File: src/rtl/regfile_write_arbiter.sv
// regfile_write_arbiter
// Two-requester write-port arbiter for the 4 x 16-bit register file.
// Requester A (ALU writeback) and requester B (load writeback) share one
// registered RegWrite/RD/WriteData triple through valid/ready handshakes.
// Build option: define RFARB_ROUND_ROBIN_EN for round-robin arbitration;
// when it is undefined, A has fixed priority and B can starve.
module regfile_write_arbiter #(
    parameter int unsigned DATA_WIDTH = 16,
    parameter int unsigned ADDR_WIDTH = 2
) (
    input  logic                  Clock,
    input  logic                  ResetN,
    input  logic                  Stall,

    input  logic                  ReqA_Valid,
    input  logic [ADDR_WIDTH-1:0] ReqA_Addr,
    input  logic [DATA_WIDTH-1:0] ReqA_Data,
    output logic                  ReqA_Ready,

    input  logic                  ReqB_Valid,
    input  logic [ADDR_WIDTH-1:0] ReqB_Addr,
    input  logic [DATA_WIDTH-1:0] ReqB_Data,
    output logic                  ReqB_Ready,

    output logic                  RegWrite,
    output logic [ADDR_WIDTH-1:0] RD,
    output logic [DATA_WIDTH-1:0] WriteData,
    output logic                  LastGrant
);

    // Priority pointer: 0 = A wins contention, 1 = B wins contention
    logic                  prio;
    logic                  xfer_a;
    logic                  xfer_b;
    logic                  xfer;
    logic [ADDR_WIDTH-1:0] sel_addr;
    logic [DATA_WIDTH-1:0] sel_data;

    // Grant: Ready looks only at Valid, Stall, ResetN and prio, never at Addr/Data
    always_comb begin
        ReqA_Ready = 1'b0;
        ReqB_Ready = 1'b0;
        if (ResetN && !Stall) begin
            if (ReqA_Valid && ReqB_Valid) begin
                ReqA_Ready = ~prio;
                ReqB_Ready = prio;
            end else begin
                ReqA_Ready = ReqA_Valid;
                ReqB_Ready = ReqB_Valid;
            end
        end
    end

    // Winner select; the grant logic guarantees at most one transfer per cycle
    always_comb begin
        xfer_a   = ReqA_Valid & ReqA_Ready;
        xfer_b   = ReqB_Valid & ReqB_Ready;
        xfer     = xfer_a | xfer_b;
        sel_addr = xfer_b ? ReqB_Addr : ReqA_Addr;
        sel_data = xfer_b ? ReqB_Data : ReqA_Data;
    end

    // Output register: R0 writes are consumed but never raise RegWrite
    always_ff @(posedge Clock or negedge ResetN) begin
        if (!ResetN) begin
            RegWrite  <= 1'b0;
            RD        <= '0;
            WriteData <= '0;
            LastGrant <= 1'b0;
        end else begin
            RegWrite <= xfer && (sel_addr != '0);
            if (xfer) begin
                RD        <= sel_addr;
                WriteData <= sel_data;
                LastGrant <= xfer_b;
            end
        end
    end

`ifdef RFARB_ROUND_ROBIN_EN
    // Round-robin: after a transfer, point at the requester that did not win
    always_ff @(posedge Clock or negedge ResetN) begin
        if (!ResetN) begin
            prio <= 1'b0;
        end else if (xfer) begin
            prio <= xfer_a;
        end
    end
`else
    // Fixed priority: A always wins contention
    assign prio = 1'b0;
`endif

endmodule

File: config.mk
export PLATFORM = sky130hd
export DESIGN_NAME = regfile_write_arbiter
export DESIGN_NICKNAME = d
export VERILOG_FILES = /design/src/rtl/regfile_write_arbiter.sv
export SDC_FILE = /design/constraint.sdc
export NUM_CORES = 1
export LEC_CHECK = 0
export ABC_CLOCK_PERIOD_IN_PS = 1000
export CORE_MARGIN = 2
export CORE_UTILIZATION = 36
export CTS_CLUSTER_SIZE = 8
export DETAILED_ROUTE_END_ITERATION = 8
export PLACE_DENSITY = 0.76
export SLEW_MARGIN = 20
export SYNTH_ARGS = -nofsm -noshare
export SYNTH_HDL_FRONTEND = slang
export SYNTH_SLANG_ARGS = --single-unit
File: constraint.sdc
create_clock -name Clock -period 1 [get_ports Clock]
set_clock_uncertainty 0.15 [all_clocks]
set_input_delay 0.2 -clock Clock [delete_from_list [all_inputs] [get_ports Clock]]
set_output_delay 0.2 -clock Clock [all_outputs]
set_load 0.05 [all_outputs]
* After elaboration in Yosys (flattened, before gate mapping)
Index checks and enable logic that the tools add are counted.
Cells by class: muxes and demuxes 6, bitwise gates (word level) 3, reductions and logical operators 5
Operator list (number):
- $mux 16 | 1
- $mux 1 | 4
- $logic_and 1x1->1 | 3
- $and 1x1->1 | 2
- $mux 2 | 1
- $reduce_bool 2->1 | 1
- $logic_not 1->1 | 1
- $or 1x1->1 | 1
Storage, ports and cells: register bits 20, input bits 41, output and inout port bits 22, logic and storage cells 18

* Depth between registers and ports, before layout
word-level depth 7, gate-level depth with buffers 5

* Worst setup path after synthesis
Ideal clock, no wire load.
path kind input-to-reg, from input Stall, to register LastGrant, setup time 0.162 ns, arrival time 1.200 ns, slack -0.513 ns, stages on the path 3, buffers on the path 0, path through nand2b_1 -> nor2_1 -> o21ai_0
Between the ends: longest elaborated chain between the ends 5, elaborated cells between the ends (all ways) 7, classes of those cells mux: 2; bitwise: 3; reduce/logical: 2
RTL lines:
- start: declaration | RTL line 13 | input logic Stall,
- $logic_not 1->1 | RTL line 43 | if (ResetN && !Stall) begin
- $logic_and 1x1->1 | RTL line 43
- $mux 1 | RTL line 43
- net ReqA_Ready | RTL line 18 | output logic ReqA_Ready,
- $and 1x1->1 | RTL line 56 | xfer_a = ReqA_Valid & ReqA_Ready;
- $or 1x1->1 | RTL line 58 | xfer = xfer_a | xfer_b;
- end signal: assignment | RTL line 75 | LastGrant <= xfer_b;
- end: declaration | RTL line 28 | output logic LastGrant
The timed path passes the listed nets, and every way through them passes these cells. A chain may end at the register's enable or synchronous reset.

* Final worst setup path
from register WriteData[1], to output WriteData[1]
RTL lines:
- start: declaration | RTL line 27 | output logic [DATA_WIDTH-1:0] WriteData,
- start signal: assignment | RTL line 74 | WriteData <= sel_data;
No word-level cell between the ends.

==> results <==
[where the power goes]
part | total (W) | internal, W | switching (W) | leakage, nW
registers | 0.00116 | 0.000963 | 0.000193 | 0.234
clock network | 0.000701 | 0.000406 | 0.000295 | 0.0279
logic | 0.00196 | 0.00110 | 0.000864 | 0.805
total | 0.00382 | 0.00247 | 0.00135 | 1.07
[final cells by class]
cell class,instances,area [um^2],area share [%]
clock inverters,1,30.0,1.33
flip-flops and latches,20,500,22.1
inverters,3,23.8,1.05
clock buffers,3,22.5,0.994
repair buffers,92,1120,49.4
multi-input cells,45,531,23.4
well taps,31,38.8,1.71
[timing repair]
action | 4_1_cts | 5_1_grt
setup endpoints to repair | 42 | 42
pin swaps | 5 | 7
cloned | 1 | 0
endpoints found under the hold margin | 20 | 0
hold buffers | 2 | 0
setup buffers | 10 | 6
gates resized for setup | 35 | 11
[layer usage]
layer,vias up,wire length (um),global-route usage (%)
met5,-,0,0
met4,0,128,10.3
met3,10,228,4.99
met2,51,2200,48.6
met1,513,1450,30.2
li1,456,-,-
[state kept, by name (all words and copies together) (netlist names)]
name       cells
RegWrite       1
WriteData     16
LastGrant      1
RD             2
[tightest hold or removal path, stage by stage]
cell and delay, ps:
sky130_fd_sc_hd__buf_8 80, sky130_fd_sc_hd__buf_6 100, sky130_fd_sc_hd__dlygate4sd3_1 560
[cell families after synthesis]
kind of cell / count (synthesis) / share of synthesized area (%)
AND/OR/NAND/NOR: 7 / 4.82
AO/OA/AOI/OAI: 20 / 17.0
buffers and inverters: 8 / 5.43
flip-flops: 20 / 49.4
multiplexers: 18 / 23.3
[cell usage in the layout, fill, tap and decap left out, types with 2 or more instances in the layout]
cell / n
sky130_fd_sc_hd__dlygate4sd3_1: 2
sky130_fd_sc_hd__mux2_2: 2
sky130_fd_sc_hd__dfrtp_1: 20
sky130_fd_sc_hd__clkbuf_4: 3
sky130_fd_sc_hd__clkdlybuf4s50_1: 36
sky130_fd_sc_hd__buf_6: 11
sky130_fd_sc_hd__mux2_4: 16
sky130_fd_sc_hd__buf_12: 23
sky130_fd_sc_hd__a22o_1: 18
sky130_fd_sc_hd__buf_4: 18
sky130_fd_sc_hd__inv_1: 2
sky130_fd_sc_hd__nor2_4: 2
[cell usage after synthesis]
master and count:
sky130_fd_sc_hd__nor2b_1 1, sky130_fd_sc_hd__buf_2 2, sky130_fd_sc_hd__mux2_2 9, sky130_fd_sc_hd__or3_1 1
sky130_fd_sc_hd__nor2_4 1, sky130_fd_sc_hd__nand4bb_1 1, sky130_fd_sc_hd__o21ai_0 1, sky130_fd_sc_hd__inv_2 1
sky130_fd_sc_hd__a22o_1 18, sky130_fd_sc_hd__nor2_1 2, sky130_fd_sc_hd__buf_6 3, sky130_fd_sc_hd__mux2_4 9
sky130_fd_sc_hd__o311a_1 1, sky130_fd_sc_hd__inv_1 2, sky130_fd_sc_hd__nand2b_1 1, sky130_fd_sc_hd__dfrtp_1 20
[worst max-delay path by stage]
stage | from | to | cells after the start
finish | WriteData[1] | WriteData[1] | 1
CTS | WriteData[9] | WriteData[9] | 1
detailed placement | ResetN | WriteData[14] | 6
global route | WriteData[1] | WriteData[1] | 1
global placement | ResetN | WriteData[1] | 6
floorplan | Stall | RD[0] | 4
[stage by stage]
step | TNS [ps] | std cells | hold slack [ps] | power, W | setup slack, ps
floorplan | -5510 | 73 | -246 | 0.00192 | -308
global placement | -19190 | 174 | 407 | 0.00291 | -860
detailed placement | -20950 | 174 | 417 | 0.00296 | -924
CTS | -8600 | 191 | 126 | 0.00375 | -287
global route | -9710 | 195 | 117 | 0.00393 | -338
finish | -8820 | 195 | 132 | 0.00382 | -310
==> impl_table.tex <==
\begin{tabular}{lr}
\hline
Metric & Value \\
\hline
\multicolumn{2}{l}{\textbf{Critical path}} \\
\quad CP top delay family & flip-flops \\
\quad Largest fanout on the critical path & 2 \\
\quad Cell breakdown of the critical path & buf\_12 \\
\quad R2r endpoint & RD[0] \\
\quad Critical-path cell with the highest stage delay & sky130\_fd\_sc\_hd\_\_dfrtp\_1 \\
\quad Worst Reg-to-Reg Cells & 2 \\
\quad Source of the worst register-to-register timing path & RD[0] \\
\quad R2r setup slk & -100 ps \\
\quad Slowest cell delay on critical path & 460 ps \\
\quad Sort of element at the end of the critical path & output pin \\
\quad Critical setup path kind & register to output pin \\
\quad WP buf/inv & 1 \\
\quad Arrival time of data at the critical path endpoint & 960 ps \\
\quad Kind of start point of the critical path & register \\
\quad CP required & 650 ps \\
\multicolumn{2}{l}{\textbf{Synthesis}} \\
\quad Synthesized Nets & 114 \\
\quad Top cell type's share of synthesized area & 49.4\% \\
\quad Warnings from Yosys & 0 \\
\quad Post-synthesis instance area & 1010 um\^{}2 \\
\quad Average cell area after synthesis & 13.9 um\^{}2 \\
\quad Distinct cell type count of the synthesized netlist & 16 \\
\quad Ranking of synthesized cells by area & sky130\_fd\_sc\_hd\_\_dfrtp\_1, sky130\_fd\_sc\_hd\_\_a22o\_1, sky130\_fd\_sc\_hd\_\_mux2\_4 \\
\quad Synthesis-stage register bit count & 20 \\
\quad Sequential element share of the synthesized area & 49.4\% \\
\quad Post-Syn Instances & 73 \\
\quad Synth area leader & sky130\_fd\_sc\_hd\_\_dfrtp\_1 \\
\multicolumn{2}{l}{\textbf{Cells and area}} \\
\quad Filler Cell Count & 146 \\
\quad Area added between synthesis and finish & 124\% \\
\quad Util after Layout & 83.6\% \\
\quad Fin area & 2270 um\^{}2 \\
\quad Share of final-layout standard cells stronger than drive strength 1 & 51.2\% \\
\quad Antenna diodes & 0 \\
\quad Total number of nets in the final design & 206 \\
\multicolumn{2}{l}{\textbf{Floorplan}} \\
\quad Die W & 57.1 um \\
\quad Starting density of the core & 37.4\% \\
\quad Placement Rows & 19 \\
\quad Boundary Pins & 63 \\
\quad Placeable core region & 2710 um\^{}2 \\
\quad Floorplan die area & 3260 um\^{}2 \\
\quad Floorplan die height & 57.1 um \\
\multicolumn{2}{l}{\textbf{CTS}} \\
\quad Clock latency reported for the late side of the worst-skew pair & 330 ps \\
\quad Num CTS Buffers & 3 \\
\quad Clock input transition at the sequential cells of the worst setup and hold paths & 140 ps \\
\quad Root Buffer & sky130\_fd\_sc\_hd\_\_clkbuf\_4 \\
\quad CTS sink count & 20 \\
\quad Maximum buffer depth of the clock tree & 2 \\
\quad H-tree depth & 1 \\
\quad TritonCTS clock tree & done \\
\multicolumn{2}{l}{\textbf{Placement}} \\
\quad Post-placement cell area & 1990 um\^{}2 \\
\quad Half-perimeter wire length of the detailed placement result & 2540 um \\
\quad Final weighted congestion in routability-driven placement & 0.763 \\
\quad PortBufs & 62 \\
\multicolumn{2}{l}{\textbf{Routing}} \\
\quad Sum of routed wire length over all layers & 4010 um \\
\quad Residual antenna-violating net count after detailed routing & 0 \\
\quad Pre-antenna DRT Iters & 4 \\
\quad Vias after detailed routing & 1,030 \\
\quad Vias per cell & 5.28 \\
\quad Iter 0 DRT Violations & 31 \\
\quad Average wire length per cell after detail routing & 20.6 um \\
\quad Total DRC errors in the routed layout & 0 \\
\multicolumn{2}{l}{\textbf{GRT}} \\
\quad Via count of the first global-routing pass & 1,158 \\
\quad Largest net degree at the start of global routing & 20 \\
\quad Number of antenna violations at the first check in global routing & 0 \\
\quad Global route overflow & 0 \\
\quad Wire length of the first global-routing pass & 6270 um \\
\quad Aggregate global-route resource usage & 26.5\% \\
\multicolumn{2}{l}{\textbf{STA}} \\
\quad Post-layout minimum cycle time & 1310 ps \\
\quad Peak clock frequency supported by timing & 763 MHz \\
\quad Final-report hold violation count & 0 \\
\quad Final Cycle Share & 131\% \\
\quad RSZ-0062 raised after global routing & yes \\
\quad Final max-slew violation count & 0 \\
\quad Slew at the pin with the worst max-slew slack & 266 ps \\
\quad Headroom to the max-slew limit & 82.3\% \\
\quad PnR worst setup slack & -310 ps \\
\quad Number of setup violations in the final report & 41 \\
\multicolumn{2}{l}{\textbf{Power and ir drop}} \\
\quad Leakage power of the design & 1.07 nW \\
\quad Areal power density over the cells & 1680 nW/um\^{}2 \\
\quad Max VDD drop & 1600 uV \\
\multicolumn{2}{l}{\textbf{Run}} \\
\quad Max-cap viol count & 0 \\
\multicolumn{2}{l}{\textbf{Hold path}} \\
\quad Kind of path behind the tightest hold check & primary input to async pin \\
\multicolumn{2}{l}{\textbf{Run status}} \\
\quad Violated checks & setup timing \\
\quad Status & finished, violations left \\
\hline
\end{tabular}
(Power assumes the default switching activity.)
